[src/rtl/al_bky_load_seq.sv]
// al_bky_load_seq
//   Sequencer for the automatic Buckeye load path (CLK40 domain). A START
//   resets the slow-control FIFO, fetches NWORDS 16-bit configuration words
//   from the BPI read-back port, strobes each into the Buckeye loader with
//   CAPTURE, then waits for AL_DONE, clears it and reports status.
//
// Ports
//   CLK40         in   40 MHz clock
//   RST           in   asynchronous active-high reset
//   START         in   one-cycle start request (honoured only when idle)
//   ABORT         in   one-cycle abort request (ignored when idle)
//   BPI_RD_REQ    out  one-cycle word request to the BPI controller
//   BPI_DATA      in   read-back word, qualified by BPI_DVALID
//   BPI_DVALID    in   one-cycle data-valid strobe
//   BPI_AL_REG    out  word presented to the loader FIFO
//   CAPTURE       out  one-cycle FIFO write / loader start
//   SLOW_FIFO_RST out  loader FIFO reset
//   AL_DONE       in   loader finished (level)
//   CLR_AL_DONE   out  one-cycle clear of AL_DONE
//   BUSY          out  high whenever the sequencer is not idle
//   SEQ_DONE      out  sticky end-of-sequence flag, cleared by next START
//   ERR           out  00 ok, 01 data timeout, 10 done timeout, 11 aborted
//   WORD_CNT      out  words captured in the current/last sequence
//
// Every output is a register updated on the edge that leaves the state
// generating it, so a strobe belonging to state X is visible in the cycle
// after X. SLOW_FIFO_RST is the exception: it rises on the START edge.

module al_bky_load_seq #(
    parameter int NWORDS    = 54,
    parameter int FRST_CYC  = 8,
    parameter int FRST_WAIT = 32,
    parameter int DATA_TO   = 255,
    parameter int DONE_TO   = 1000000
) (
    input  logic        CLK40,
    input  logic        RST,
    input  logic        START,
    input  logic        ABORT,
    output logic        BPI_RD_REQ,
    input  logic [15:0] BPI_DATA,
    input  logic        BPI_DVALID,
    output logic [15:0] BPI_AL_REG,
    output logic        CAPTURE,
    output logic        SLOW_FIFO_RST,
    input  logic        AL_DONE,
    output logic        CLR_AL_DONE,
    output logic        BUSY,
    output logic        SEQ_DONE,
    output logic [1:0]  ERR,
    output logic [8:0]  WORD_CNT
);

    typedef enum logic [2:0] {
        S_IDLE,
        S_FRST,
        S_FSETTLE,
        S_REQ,
        S_WAIT_D,
        S_CAPT,
        S_WAIT_AD,
        S_CLR
    } state_t;

    localparam logic [15:0] L_FRST_LAST   = 16'(FRST_CYC - 1);
    localparam logic [15:0] L_SETTLE_LAST = 16'(FRST_WAIT - 1);
    localparam logic [7:0]  L_DATA_TO     = 8'(DATA_TO);
    localparam logic [23:0] L_DONE_LAST   = 24'(DONE_TO - 1);
    localparam logic [8:0]  L_NWORDS      = 9'(NWORDS);

    state_t      r_state;
    logic [15:0] r_cnt;      // FRST / FSETTLE cycle counter
    logic [7:0]  r_dtmr;     // cycles left before data timeout
    logic [23:0] r_dntmr;    // cycles spent in WAIT_AD (saturating)
    logic [8:0]  w_wcnt_nxt;

    assign w_wcnt_nxt = WORD_CNT + 9'd1;

    always_ff @(posedge CLK40 or posedge RST) begin
        if (RST) begin
            r_state       <= S_IDLE;
            r_cnt         <= '0;
            r_dtmr        <= '0;
            r_dntmr       <= '0;
            BPI_RD_REQ    <= 1'b0;
            BPI_AL_REG    <= 16'h0000;
            CAPTURE       <= 1'b0;
            SLOW_FIFO_RST <= 1'b0;
            CLR_AL_DONE   <= 1'b0;
            BUSY          <= 1'b0;
            SEQ_DONE      <= 1'b0;
            ERR           <= 2'b00;
            WORD_CNT      <= '0;
        end else begin
            // single-cycle strobes default low
            BPI_RD_REQ  <= 1'b0;
            CAPTURE     <= 1'b0;
            CLR_AL_DONE <= 1'b0;

            // ABORT takes priority over every timeout. CLR is already on its
            // way out, so an abort there would only overwrite a valid status.
            if (ABORT && r_state != S_IDLE && r_state != S_CLR) begin
                r_state       <= S_CLR;
                ERR           <= 2'b11;
                SLOW_FIFO_RST <= 1'b0;
            end else begin
                case (r_state)
                    S_IDLE: begin
                        if (START) begin
                            r_state       <= S_FRST;
                            r_cnt         <= '0;
                            SLOW_FIFO_RST <= 1'b1;
                            BUSY          <= 1'b1;
                            SEQ_DONE      <= 1'b0;
                            ERR           <= 2'b00;
                            WORD_CNT      <= '0;
                        end
                    end
                    S_FRST: begin
                        if (r_cnt == L_FRST_LAST) begin
                            r_state       <= S_FSETTLE;
                            r_cnt         <= '0;
                            SLOW_FIFO_RST <= 1'b0;
                        end else begin
                            r_cnt <= r_cnt + 16'd1;
                        end
                    end
                    S_FSETTLE: begin
                        if (r_cnt == L_SETTLE_LAST) begin
                            r_state <= S_REQ;
                        end else begin
                            r_cnt <= r_cnt + 16'd1;
                        end
                    end
                    S_REQ: begin
                        BPI_RD_REQ <= 1'b1;
                        r_dtmr     <= L_DATA_TO;
                        r_state    <= S_WAIT_D;
                    end
                    S_WAIT_D: begin
                        // data on the last allowed cycle still wins
                        if (BPI_DVALID) begin
                            BPI_AL_REG <= BPI_DATA;
                            r_state    <= S_CAPT;
                        end else if (r_dtmr == 8'd0) begin
                            ERR     <= 2'b01;
                            r_state <= S_CLR;
                        end else begin
                            r_dtmr <= r_dtmr - 8'd1;
                        end
                    end
                    S_CAPT: begin
                        CAPTURE  <= 1'b1;
                        WORD_CNT <= w_wcnt_nxt;
                        if (w_wcnt_nxt == L_NWORDS) begin
                            r_dntmr <= '0;
                            r_state <= S_WAIT_AD;
                        end else begin
                            r_state <= S_REQ;
                        end
                    end
                    S_WAIT_AD: begin
                        if (AL_DONE) begin
                            r_state <= S_CLR;
                        end else if (r_dntmr == L_DONE_LAST) begin
                            ERR     <= 2'b10;
                            r_state <= S_CLR;
                        end else if (r_dntmr != '1) begin
                            r_dntmr <= r_dntmr + 24'd1;
                        end
                    end
                    S_CLR: begin
                        CLR_AL_DONE <= 1'b1;
                        SEQ_DONE    <= 1'b1;
                        BUSY        <= 1'b0;
                        r_state     <= S_IDLE;
                    end
                    default: r_state <= S_IDLE;
                endcase
            end
        end
    end

endmodule

[config.mk]
export PLATFORM = sky130hd
export DESIGN_NAME = al_bky_load_seq
export DESIGN_NICKNAME = d
export VERILOG_FILES = /design/src/rtl/al_bky_load_seq.sv
export SDC_FILE = /design/constraint.sdc
export NUM_CORES = 1
export LEC_CHECK = 0
export CAP_MARGIN = 20
export CORE_MARGIN = 4
export CORE_UTILIZATION = 40
export DETAILED_ROUTE_END_ITERATION = 7
export GPL_TIMING_DRIVEN = 0
export PLACE_DENSITY = 0.7
export SLEW_MARGIN = 20
export SYNTH_ARGS = -nofsm -noshare
export SYNTH_HDL_FRONTEND = slang
export SYNTH_SLANG_ARGS = --single-unit
[constraint.sdc]
create_clock -name CLK40 -period 3.2 [get_ports CLK40]
set_input_delay 0.8 -clock CLK40 [delete_from_list [all_inputs] [get_ports CLK40]]
set_output_delay 0.8 -clock CLK40 [all_outputs]
set_load 0.1 [all_outputs]
==> summary.md, run 1 <==
| Metric | Value |
|---|---|
| Status | `completed` |
| Reg2reg end | `r_dntmr[18]` |
| Post-CTS Setup Inserts | `0` |
| Pre-Repair DR Iteration Count | `4` |
| Starting Density | `between 40 and 50%` |
| Worst Path Max Fanout | `10` |
| Layout cell share with drive strength beyond 1 | `10.02%` |
| Mapped cell area | `4648 um^2` |
| Synth top area share | `between 40% and 50%` |
| FFs w/ async S/R, synth | `100.0%` |
| CP Capture Type | `register` |
| Iter 0 DRT Violations | `240` |
| Overflow after GRT | `0` |
| Final setup vio count | `0` |
| Crit path launch | `ABORT` |
| Final Slew Violations | `0` |
| Drt drc | `0` |
| Final Hold Violating Endpoints | `0` |
| Cts bufs inserted | `9` |
| Mapped Nets | `~530` |
| Longest Clk Path Bufs | `2` |
| Die width | `between 100 and 150 um` |
| Wire per inst | `15.29 um` |
| Row count | `39` |
| Core area | `11420 um^2` |
| Arrival time of the worst setup path | `roughly 3.2 ns` |
| Clk_lat worst skew | `around 0.34 ns` |
| Fillers | `1073` |
| Via count | `a little under 4k` |
| Number of flops mapped to enable cells by yosys | `0` |
| Max Freq | `approximately 0.34 GHz` |
| Min-Delay Path Class | `register to register` |
| Yosys top cell by area | `dfrtp_1` |
| Die Y | `115.8 um` |
| Initial antenna violation count | `0` |
| Clock transition at path regs | `roughly 0.060 ns` |
| Register area | `about 2100 um^2` |
| Final Wtd Congestion | `0.8370` |
| Pwr dens | `836.5 nW/um^2` |
| H-tree Lvls | `3` |
| Clock sink total | `84` |
| Mean Syn Cell Area | `9.334 um^2` |
| Top cells by area, synth | `dfrtp_1, mux2_2, nor2_1` |
| Worst Skew | `0.007758 ns` |
| Maximum number of pins on one net before global-route repair | `50` |
| GRT Util Overall | `roughly 17%` |
| R2R depth | `6` |
| Peak supply drop | `502.6 uV` |
| Antenna-violating nets left | `0` |
| Vias in the first global route | `3821` |
| Tmin final | `2.913 ns` |
| Sequential area share after synthesis | `a little under half` |
| Worst setup path endpoint | `r_dntmr[12]` |
| Worst endpoint required time | `3.46 ns` |
| Synth warn | `0` |
| Port bufs | `between 50 and 60` |
| Least-Margin Pin Slew | `a little over 1 ns` |
| Detailed placement HPWL | `7658 um` |
| Vias per cell | `5.569` |
| Layout Nets | `592` |
| Fin util | `between 40 and 50%` |
| Synth Flop Type | `dfrtp_1` |
| Multi-input logic area | `between 2000 and 2500 um^2` |
| RSZ-0062 raised after global routing | `no` |
| CP Class | `primary input to register` |
| Leakage | `2.315 nW` |
| Post-Route WL | `10880 um` |
| Mapped Cells | `between 400 and 500` |
| Synth-to-layout area growth | `21.97%` |
| R2r setup slk | `0.59 ns` |
| Total negative slack | `0 ns` |
| Final period utilization | `91.02%` |
| Hold depth | `1` |
| Die area | `13410 um^2` |
| Yosys cell types | `64` |
| MaxCap Viol Count | `0` |
| Post-CTS sizing | `0` |
| Hold buffers post-CTS | `0` |
| # IOs | `55` |
| CP startpoint kind | `primary input` |
| Diode count | `0` |
| Worst R2R Start | `r_dntmr[0]` |
| TritonCTS clock tree | `done` |
| First-pass GRT wire length | `18330 um` |
| Seq cells post-synth | `84` |
| Slew headroom | `31.62%` |
| Root Buffer | `clkbuf_16` |
critical path, cell delays in order:
cell             delay, ns
clkdlybuf4s50_1       0.48
nor2b_1               0.38
o2111ai_2             0.29
nor2_1                0.50
clkbuf_1              0.42
nand2_1               0.12
mux2i_1               0.17
cell usage in the layout, fill, tap and decap left out, drive strengths merged, types with 2 or more instances in the layout:
cell	instances
xnor2	15
mux2i	10
nand2	45
mux2	18
ha	6
o31ai	7
a21o	4
nor3	13
clkinvlp	2
or2	2
o22ai	3
nor2	48
or3	4
clkinv	2
nor3b	2
o2111ai	2
a2111oi	4
dfrtp	84
buf	12
xor2	7
a21oi	30
o21ai	24
nand2b	4
inv	24
clkdlybuf4s50	54
and4	5
nand4	12
and2	4
nand4b	2
nor4	6
a31oi	3
a211oi	13
and3	6
nor4b	3
or4	9
o211ai	9
nand3	32
clkbuf	28
layer usage:
metal | vias up | global-route usage [%] | share of wire, %
li1 | 1937 | - | -
met1 | 1935 | 23.68 | 48
met2 | 82 | 26.39 | 47
met3 | 11 | 2.089 | 3.6
met4 | 0 | 6.729 | 1.6
met5 | - | 0 | 0
stage by stage:
step	power [mW]	cell area, um^2	cells	hold slack (ns)	setup WS, ns
after floorplan	3.230	4648	498	0.4647	0.2349
after global placement	3.758	5368	695	0.4837	-1.145
after detailed placement	3.794	5398	696	0.4813	0.006659
after CTS	4.771	5669	712	0.4946	0.3144
after global routing	4.989	5669	712	0.5197	0.06473
final	4.742	5669	712	0.4891	0.2872
layout make-up:
cell class / instances / share of cell area, %
multi-input combinational: 363 / 40.83
sequential: 84 / 37.08
timing repair buffer: 55 / 10.02
clock buffer: 12 / 4.348
tap: 143 / 3.156
buffer: 27 / 2.494
inverter: 24 / 1.633
clock inverter: 4 / 0.4414
cell usage after synthesis (3+ instances only):
| cell | n |
|---|---|
| o22ai_1 | 3 |
| nand2b_1 | 4 |
| a211oi_1 | 13 |
| and4_1 | 3 |
| nor3_1 | 12 |
| o31ai_1 | 7 |
| nand2_1 | 45 |
| o21ai_0 | 20 |
| xor2_1 | 7 |
| nor2_1 | 47 |
| o211ai_1 | 9 |
| nand4_1 | 11 |
| nand3_1 | 32 |
| mux2_2 | 16 |
| mux2i_1 | 10 |
| or4_1 | 8 |
| and2_1 | 4 |
| a21o_1 | 4 |
| xnor2_1 | 15 |
| a21oi_1 | 30 |
| buf_2 | 5 |
| o21ai_1 | 4 |
| or3_1 | 3 |
| clkbuf_1 | 16 |
| and3_1 | 6 |
| a2111oi_0 | 3 |
| nor4_1 | 6 |
| ha_1 | 6 |
| inv_1 | 23 |
| dfrtp_1 | 84 |
how the worst min path moves through the flow:
stage                from    endpoint  slack (ns)
6_report           ERR[0]      ERR[0]        0.49
5_1_grt            ERR[0]      ERR[0]        0.52
4_1_cts            ERR[0]      ERR[0]        0.49
3_5_place_dp       ERR[0]      ERR[0]        0.48
3_3_place_gp   r_dntmr[9]  r_dntmr[9]        0.48
2_1_floorplan  r_dntmr[9]  r_dntmr[9]        0.46
state kept, by name (all words and copies together), names as in the netlist, 2 cells and up:
register / count
BPI_AL_REG: 16
ERR: 2
WORD_CNT: 9
r_cnt: 16
r_dntmr: 24
r_dtmr: 8
r_state: 3
cells by family after synthesis:
family | share of synthesized area, %
flip-flops | 45.22
buffers and inverters | 4.979
XOR/XNOR | 4.145
AO/OA/AOI/OAI | 15.32
multiplexers | 6.514
AND/OR/NAND/NOR | 22.21
adder cells (fa/ha/maj) | 1.615
power breakdown:
group / internal, mW / switching, mW
sequential: 1.30 / 0.194
clock: 0.545 / 0.414
combinational: 0.607 / 1.69
Power figures use the tool's default switching activity.
==> run 2: changes to the inputs <==
--- a/config.mk
+++ b/config.mk
@@ -15,3 +15,4 @@
 export SYNTH_ARGS = -nofsm -noshare
 export SYNTH_HDL_FRONTEND = slang
 export SYNTH_SLANG_ARGS = --single-unit
+export TNS_END_PERCENT = 10
==> results of run 2 <==
Final layout, timing and power as in run 1 (identical DEF).
